==> src/rtl/sw_conditioner.sv <==
// Push-switch front end: synchroniser, per-switch debounce FSM, press pulse, long-press flag.
// Optional auto-repeat while long-pressed is enabled by defining SW_REPEAT_EN.
module sw_conditioner #(
  parameter int N_SW          = 5,
  parameter int SW_ACTIVE_LOW = 1,
  parameter int DEB_CNT       = 500000,
  parameter int LONG_CNT      = 50000000,
  parameter int REP_CNT       = 10000000
) (
  input  logic            clk,
  input  logic            rst,
  input  logic [N_SW-1:0] i_sw,
  output logic [N_SW-1:0] o_sw_pulse,
  output logic [N_SW-1:0] o_sw_level,
  output logic [N_SW-1:0] o_sw_long
);

  localparam int DEB_W  = $clog2(DEB_CNT + 1);
  localparam int HOLD_W = $clog2(LONG_CNT + 1);
  localparam logic [DEB_W-1:0]  DEB_LAST  = DEB_W'(DEB_CNT - 1);
  localparam logic [HOLD_W-1:0] LONG_LAST = HOLD_W'(LONG_CNT - 1);
  localparam logic [HOLD_W-1:0] LONG_SAT  = HOLD_W'(LONG_CNT);
  localparam logic [N_SW-1:0]   REL_LVL   = (SW_ACTIVE_LOW != 0) ? '1 : '0;

  // The early-exit compare on deb_q + 1 needs at least two debounce cycles.
  if (DEB_CNT < 2 || LONG_CNT < 1 || REP_CNT < 1) begin : g_bad_cfg
    $error("sw_conditioner: DEB_CNT >= 2, LONG_CNT >= 1 and REP_CNT >= 1 required");
  end

  typedef enum logic [1:0] {IDLE, PRESS_DEB, HELD, REL_DEB} state_e;

  logic [N_SW-1:0] sync1_q, sync2_q, pressed;

  // NOTE: sync flops reset to the released pin level so reset never looks like a press.
  always_ff @(posedge clk or posedge rst) begin
    if (rst) begin
      sync1_q <= REL_LVL;
      sync2_q <= REL_LVL;
    end else begin
      sync1_q <= i_sw;
      sync2_q <= sync1_q;
    end
  end

  assign pressed = (SW_ACTIVE_LOW != 0) ? ~sync2_q : sync2_q;

  for (genvar i = 0; i < N_SW; i++) begin : g_sw
    state_e            state_q;
    logic [DEB_W-1:0]  deb_q;
    logic [DEB_W-1:0]  deb_d;
    logic [HOLD_W-1:0] hold_q;
    logic              pulse_q, level_q, long_q;
`ifdef SW_REPEAT_EN
    localparam int REP_W = $clog2(REP_CNT + 1);
    localparam logic [REP_W-1:0] REP_LAST = REP_W'(REP_CNT - 1);
    logic [REP_W-1:0] rep_q;
`endif

    assign deb_d = deb_q + 1'b1;

    always_ff @(posedge clk or posedge rst) begin
      if (rst) begin
        state_q <= IDLE;
        deb_q   <= '0;
        hold_q  <= '0;
        pulse_q <= 1'b0;
        level_q <= 1'b0;
        long_q  <= 1'b0;
`ifdef SW_REPEAT_EN
        rep_q   <= '0;
`endif
      end else begin
        // NOTE: default-clear in the clocked block keeps the pulse exactly one cycle wide.
        pulse_q <= 1'b0;
        case (state_q)
          IDLE: begin
            if (pressed[i]) begin
              state_q <= PRESS_DEB;
              deb_q   <= '0;
            end
          end
          PRESS_DEB: begin
            if (!pressed[i]) begin
              state_q <= IDLE;
            end else if (deb_d == DEB_LAST) begin
              state_q <= HELD;
              level_q <= 1'b1;
              pulse_q <= 1'b1;
              hold_q  <= '0;
            end else begin
              deb_q <= deb_d;
            end
          end
          HELD: begin
            if (hold_q != LONG_SAT) hold_q <= hold_q + 1'b1;
            if (hold_q >= LONG_LAST) long_q <= 1'b1;
            if (!pressed[i]) begin
              state_q <= REL_DEB;
              deb_q   <= '0;
            end
`ifdef SW_REPEAT_EN
            if (!pressed[i]) begin
              rep_q <= '0;
            end else if (long_q) begin
              if (rep_q == REP_LAST) begin
                rep_q   <= '0;
                pulse_q <= 1'b1;
              end else begin
                rep_q <= rep_q + 1'b1;
              end
            end
`endif
          end
          REL_DEB: begin
            // Release bounce returns to HELD with the hold count intact.
            if (pressed[i]) begin
              state_q <= HELD;
            end else if (deb_d == DEB_LAST) begin
              state_q <= IDLE;
              level_q <= 1'b0;
              long_q  <= 1'b0;
            end else begin
              deb_q <= deb_d;
            end
          end
          default: state_q <= IDLE;
        endcase
      end
    end

    assign o_sw_pulse[i] = pulse_q;
    assign o_sw_level[i] = level_q;
    assign o_sw_long[i]  = long_q;
  end

endmodule

==> config.mk <==
export PLATFORM = sky130hd
export DESIGN_NAME = sw_conditioner
export DESIGN_NICKNAME = d
export VERILOG_FILES = /design/src/rtl/sw_conditioner.sv
export SDC_FILE = /design/constraint.sdc
export NUM_CORES = 1
export LEC_CHECK = 0
export BUFFER_PORTS_ARGS = -buffer_cell sky130_fd_sc_hd__buf_2
export CAP_MARGIN = 20
export CORE_ASPECT_RATIO = 1.75
export CORE_UTILIZATION = 35
export DETAILED_ROUTE_END_ITERATION = 10
export RECOVER_POWER = 50
export SYNTH_ARGS = -nofsm -noshare
export SYNTH_HDL_FRONTEND = slang
export SYNTH_SLANG_ARGS = --single-unit
==> constraint.sdc <==
create_clock -name clk -period 9.6 [get_ports clk]
set_clock_uncertainty 0.05 [all_clocks]
set_input_delay 0 -clock clk [delete_from_list [all_inputs] [get_ports clk]]
set_output_delay 0 -clock clk [all_outputs]
set_load 0.005 [all_outputs]
==> results.sh <==
export IMPL_outcome="complete, but fails checks"
export IMPL_failed_checks="capacitance limit, slew limit"
export IMPL_start_kind="input pin"
export IMPL_yosysWarnings=0
export IMPL_coreArea_um2=42420
export IMPL_ys_seq_area_share_pct=43.35
export IMPL_clkLatencyLatePin_ps=550
export IMPL_required_ps=10100
export IMPL_synth_area_um2=15040
export IMPL_cts_num_sinks=260
export IMPL_reg2reg_to="g_sw[3].hold_q[0]$_DFFE_PP0P_"
export IMPL_r2r_setup_slack_ps=5530
export IMPL_drive_gt1_share_pct=7.130
export IMPL_hold_viol=0
export IMPL_yosysUniqueCellTypes=89
export IMPL_r2r_start="g_sw[3].deb_q[1]$_DFFE_PP0P_"
export IMPL_cp_end_kind="async pin"
export IMPL_synth_edf_count=0
export IMPL_grt_pass1_vias=12070
export IMPL_worstSetupEndpoint="g_sw[1].hold_q[8]$_DFFE_PP0P_"
export IMPL_drt_wl_total_mm=32.32
export IMPL_finalPower_w=0.002382
export IMPL_relSlewSlack_pct=-281.0
export IMPL_setup_worst_path_start="rst"
export IMPL_globalplace_congestion=0.8287
export IMPL_antenna_found_initial=0
export IMPL_final_setup_viol_count=0
export IMPL_leakagePower_nw=6.805
export IMPL_synth_nets=1740
export IMPL_dp_hpwl_mm=21.88
export IMPL_vias=11980
export IMPL_postCtsSetupBuffers=0
export IMPL_cts_buffer_depth=3
export IMPL_dr_pass1_iters=5
export IMPL_start_util_pct=35.45
export IMPL_min_period_ps=4456
export IMPL_drcViolationCount=0
export IMPL_boundaryPins=22
export IMPL_avgViaCountPerCell=5.303
export IMPL_cts_max_level=1
export IMPL_root_buffer="clkbuf_16"
export IMPL_grt_pass1_wl_mm=56.46
export IMPL_grt_max_degree=128
export IMPL_syn_to_final_growth_pct=9.510
export IMPL_fin_nets=1702
export IMPL_fmax_ghz=0.2244
export IMPL_cts_tree="done"
export IMPL_cp_max_fo=127
export IMPL_peakVddDrop_uv=120.2
export IMPL_port_buffers=21
export IMPL_grt_usage_pct=15.32
export IMPL_drt_initial_drc_count=587
export IMPL_ant_nets=0
export IMPL_setup_tns_ps=0
export IMPL_synthArstFlopShare_pct=100.0
export IMPL_rsz0062_at_grt="no"
export IMPL_synth_seq_cells=260
export IMPL_cap_violations=1
export IMPL_ctsResizeCount=0
export IMPL_num_rows=100
export IMPL_hold_buffers=6
export IMPL_slew_violations=128
export IMPL_power_density_nw_per_um2=144.6
export IMPL_hp_class="input pin to flop"
export IMPL_crit_arrival_ps=4960
export IMPL_synth_ff_type="dfrtp_1"
export IMPL_antenna_cells=0
export IMPL_die_w_um=158.7
export IMPL_post_drt_wl_per_cell_um=14.31
export IMPL_tightestPinTransition_ps=5684
export IMPL_period_share_pct=46.42
export IMPL_r2r_cells=9
export IMPL_layout_common_cells="dfrtp_1, nor2_1, nand2_1"
export IMPL_crit_type="input pin to async pin"
export IMPL_mostFrequentLayoutCell="dfrtp_1"
export IMPL_fp_dieH_um=276.2
export IMPL_syn_area_per_cell_um2=8.778
export IMPL_synth_cells=1713
export IMPL_dieArea_um2=43830
export IMPL_numCtsBuffers=28
export IMPL_clk_pin_slew_ps=60
export IMPL_grt_overflow=0
==> worst max-delay path, cell delays in order <==
cell           delay [ps]
dlygate4sd3_1         530
buf_2                 120
clkinvlp_2           3160
buf_4                1090
==> per-stage QoR <==
| stage | instance area (um^2) | std cells | util (%) | hold WS [ps] | setup WS [ps] |
|---|---|---|---|---|---|
| 6_report | 16470 | 2258 | 38.82 | 41.59 | 5144 |
| 5_1_grt | 16470 | 2258 | 38.82 | 15.95 | 4025 |
| 4_1_cts | 16470 | 2257 | 38.83 | 1.970 | 5501 |
| 3_5_place_dp | 15430 | 2199 | 36.37 | 56.49 | 5479 |
| 3_3_place_gp | 15430 | 2199 | 36.37 | 55.57 | 5708 |
| 2_1_floorplan | 15040 | 1713 | - | -45.52 | 2411 |
==> cell type report <==
type	instances	area, um^2
inverter	53	200.2
sequential	260	6519
multi-input combinational	1292	7805
tap	561	701.9
fill	4214	25950
clock inverter	14	203.9
timing repair buffer	40	257.7
clock buffer	38	779.5
==> Yosys cell counts, types with 4 or more instances <==
cell type	count	share of area [%]
a211o_1	6	0.35
a21boi_0	6	0.30
a21o_1	10	0.50
a21oi_1	65	2.2
a22o_1	15	0.87
a311oi_1	4	0.23
a31o_2	4	0.23
a31oi_1	22	0.92
and2_1	10	0.42
and3_1	26	1.1
and4_1	13	0.76
buf_1	5	0.12
buf_2	28	0.93
buf_4	21	1.0
clkbuf_1	50	1.2
dfrtp_1	250	42
dfstp_2	10	1.7
ha_1	20	1.7
inv_1	53	1.3
mux2_2	7	0.52
mux2i_1	23	1.5
nand2_1	185	4.6
nand2b_1	15	0.62
nand3_1	94	3.1
nand3b_1	9	0.45
nand4_1	72	3.0
nor2_1	222	5.5
nor2b_1	11	0.46
nor3_1	66	2.2
nor3b_1	6	0.30
nor4_1	19	0.79
nor4b_1	7	0.41
o211ai_1	5	0.25
o21ai_0	80	2.7
o22ai_1	10	0.42
o31a_1	4	0.23
o31ai_1	15	0.75
or2_2	9	0.37
or3_1	9	0.37
or4_1	12	0.60
xnor2_1	58	3.4
xor2_1	80	4.7
==> how the worst min path moves through the flow <==
stage                        from                   end  slack, ps  cells past startpoint
after floorplan           i_sw[0]  sync1_q[0]$_DFF_PP1_        -50                      0
after global placement    i_sw[2]  sync1_q[2]$_DFF_PP1_         60                      1
after detailed placement  i_sw[0]  sync1_q[0]$_DFF_PP1_         60                      1
after CTS                 i_sw[0]  sync1_q[0]$_DFF_PP1_          2                      2
after global routing      i_sw[4]  sync1_q[4]$_DFF_PP1_         20                      2
final                     i_sw[4]  sync1_q[4]$_DFF_PP1_         40                      2
==> logic make-up after synthesis <==
family / synth area share (%)
fa+ha+maj: 1.664
simple gates: 27.70
flops: 43.35
compound gates: 12.30
mux: 2.055
buf+inv: 4.893
xor+xnor: 8.038
==> flip-flops by register name, summed over array words and instances, names as in the netlist, named ones only <==
| signal | count |
|---|---|
| g_sw.hold_q | 130 |
| g_sw.deb_q | 95 |
| g_sw.level_q | 5 |
| g_sw.long_q | 5 |
| g_sw.pulse_q | 5 |
| g_sw.state_q | 5 |
| sync1_q | 5 |
| sync2_q | 5 |
==> report_power, final <==
part | internal, W | leakage [nW] | total, W | switching [W]
registers | 0.00111 | 3.57 | 0.00114 | 0.0000294
logic | 0.0000263 | 2.75 | 0.0000868 | 0.0000606
clock network | 0.000704 | 0.479 | 0.00115 | 0.000450
total | 0.00184 | 6.81 | 0.00238 | 0.000540
==> per-layer routing <==
| layer | track usage, % | part of all wire [%] | wire length [um] | up-vias |
|---|---|---|---|---|
| li1 | - | - | - | 5963 |
| met1 | 17.69 | 42 | 13640 | 5797 |
| met2 | 28.23 | 52 | 16890 | 150 |
| met3 | 1.803 | 2.7 | 870 | 65 |
| met4 | 5.720 | 2.8 | 920 | 0 |
| met5 | 0 | 0 | 0 | - |
No activity file was read; power rests on OpenSTA's default activity.
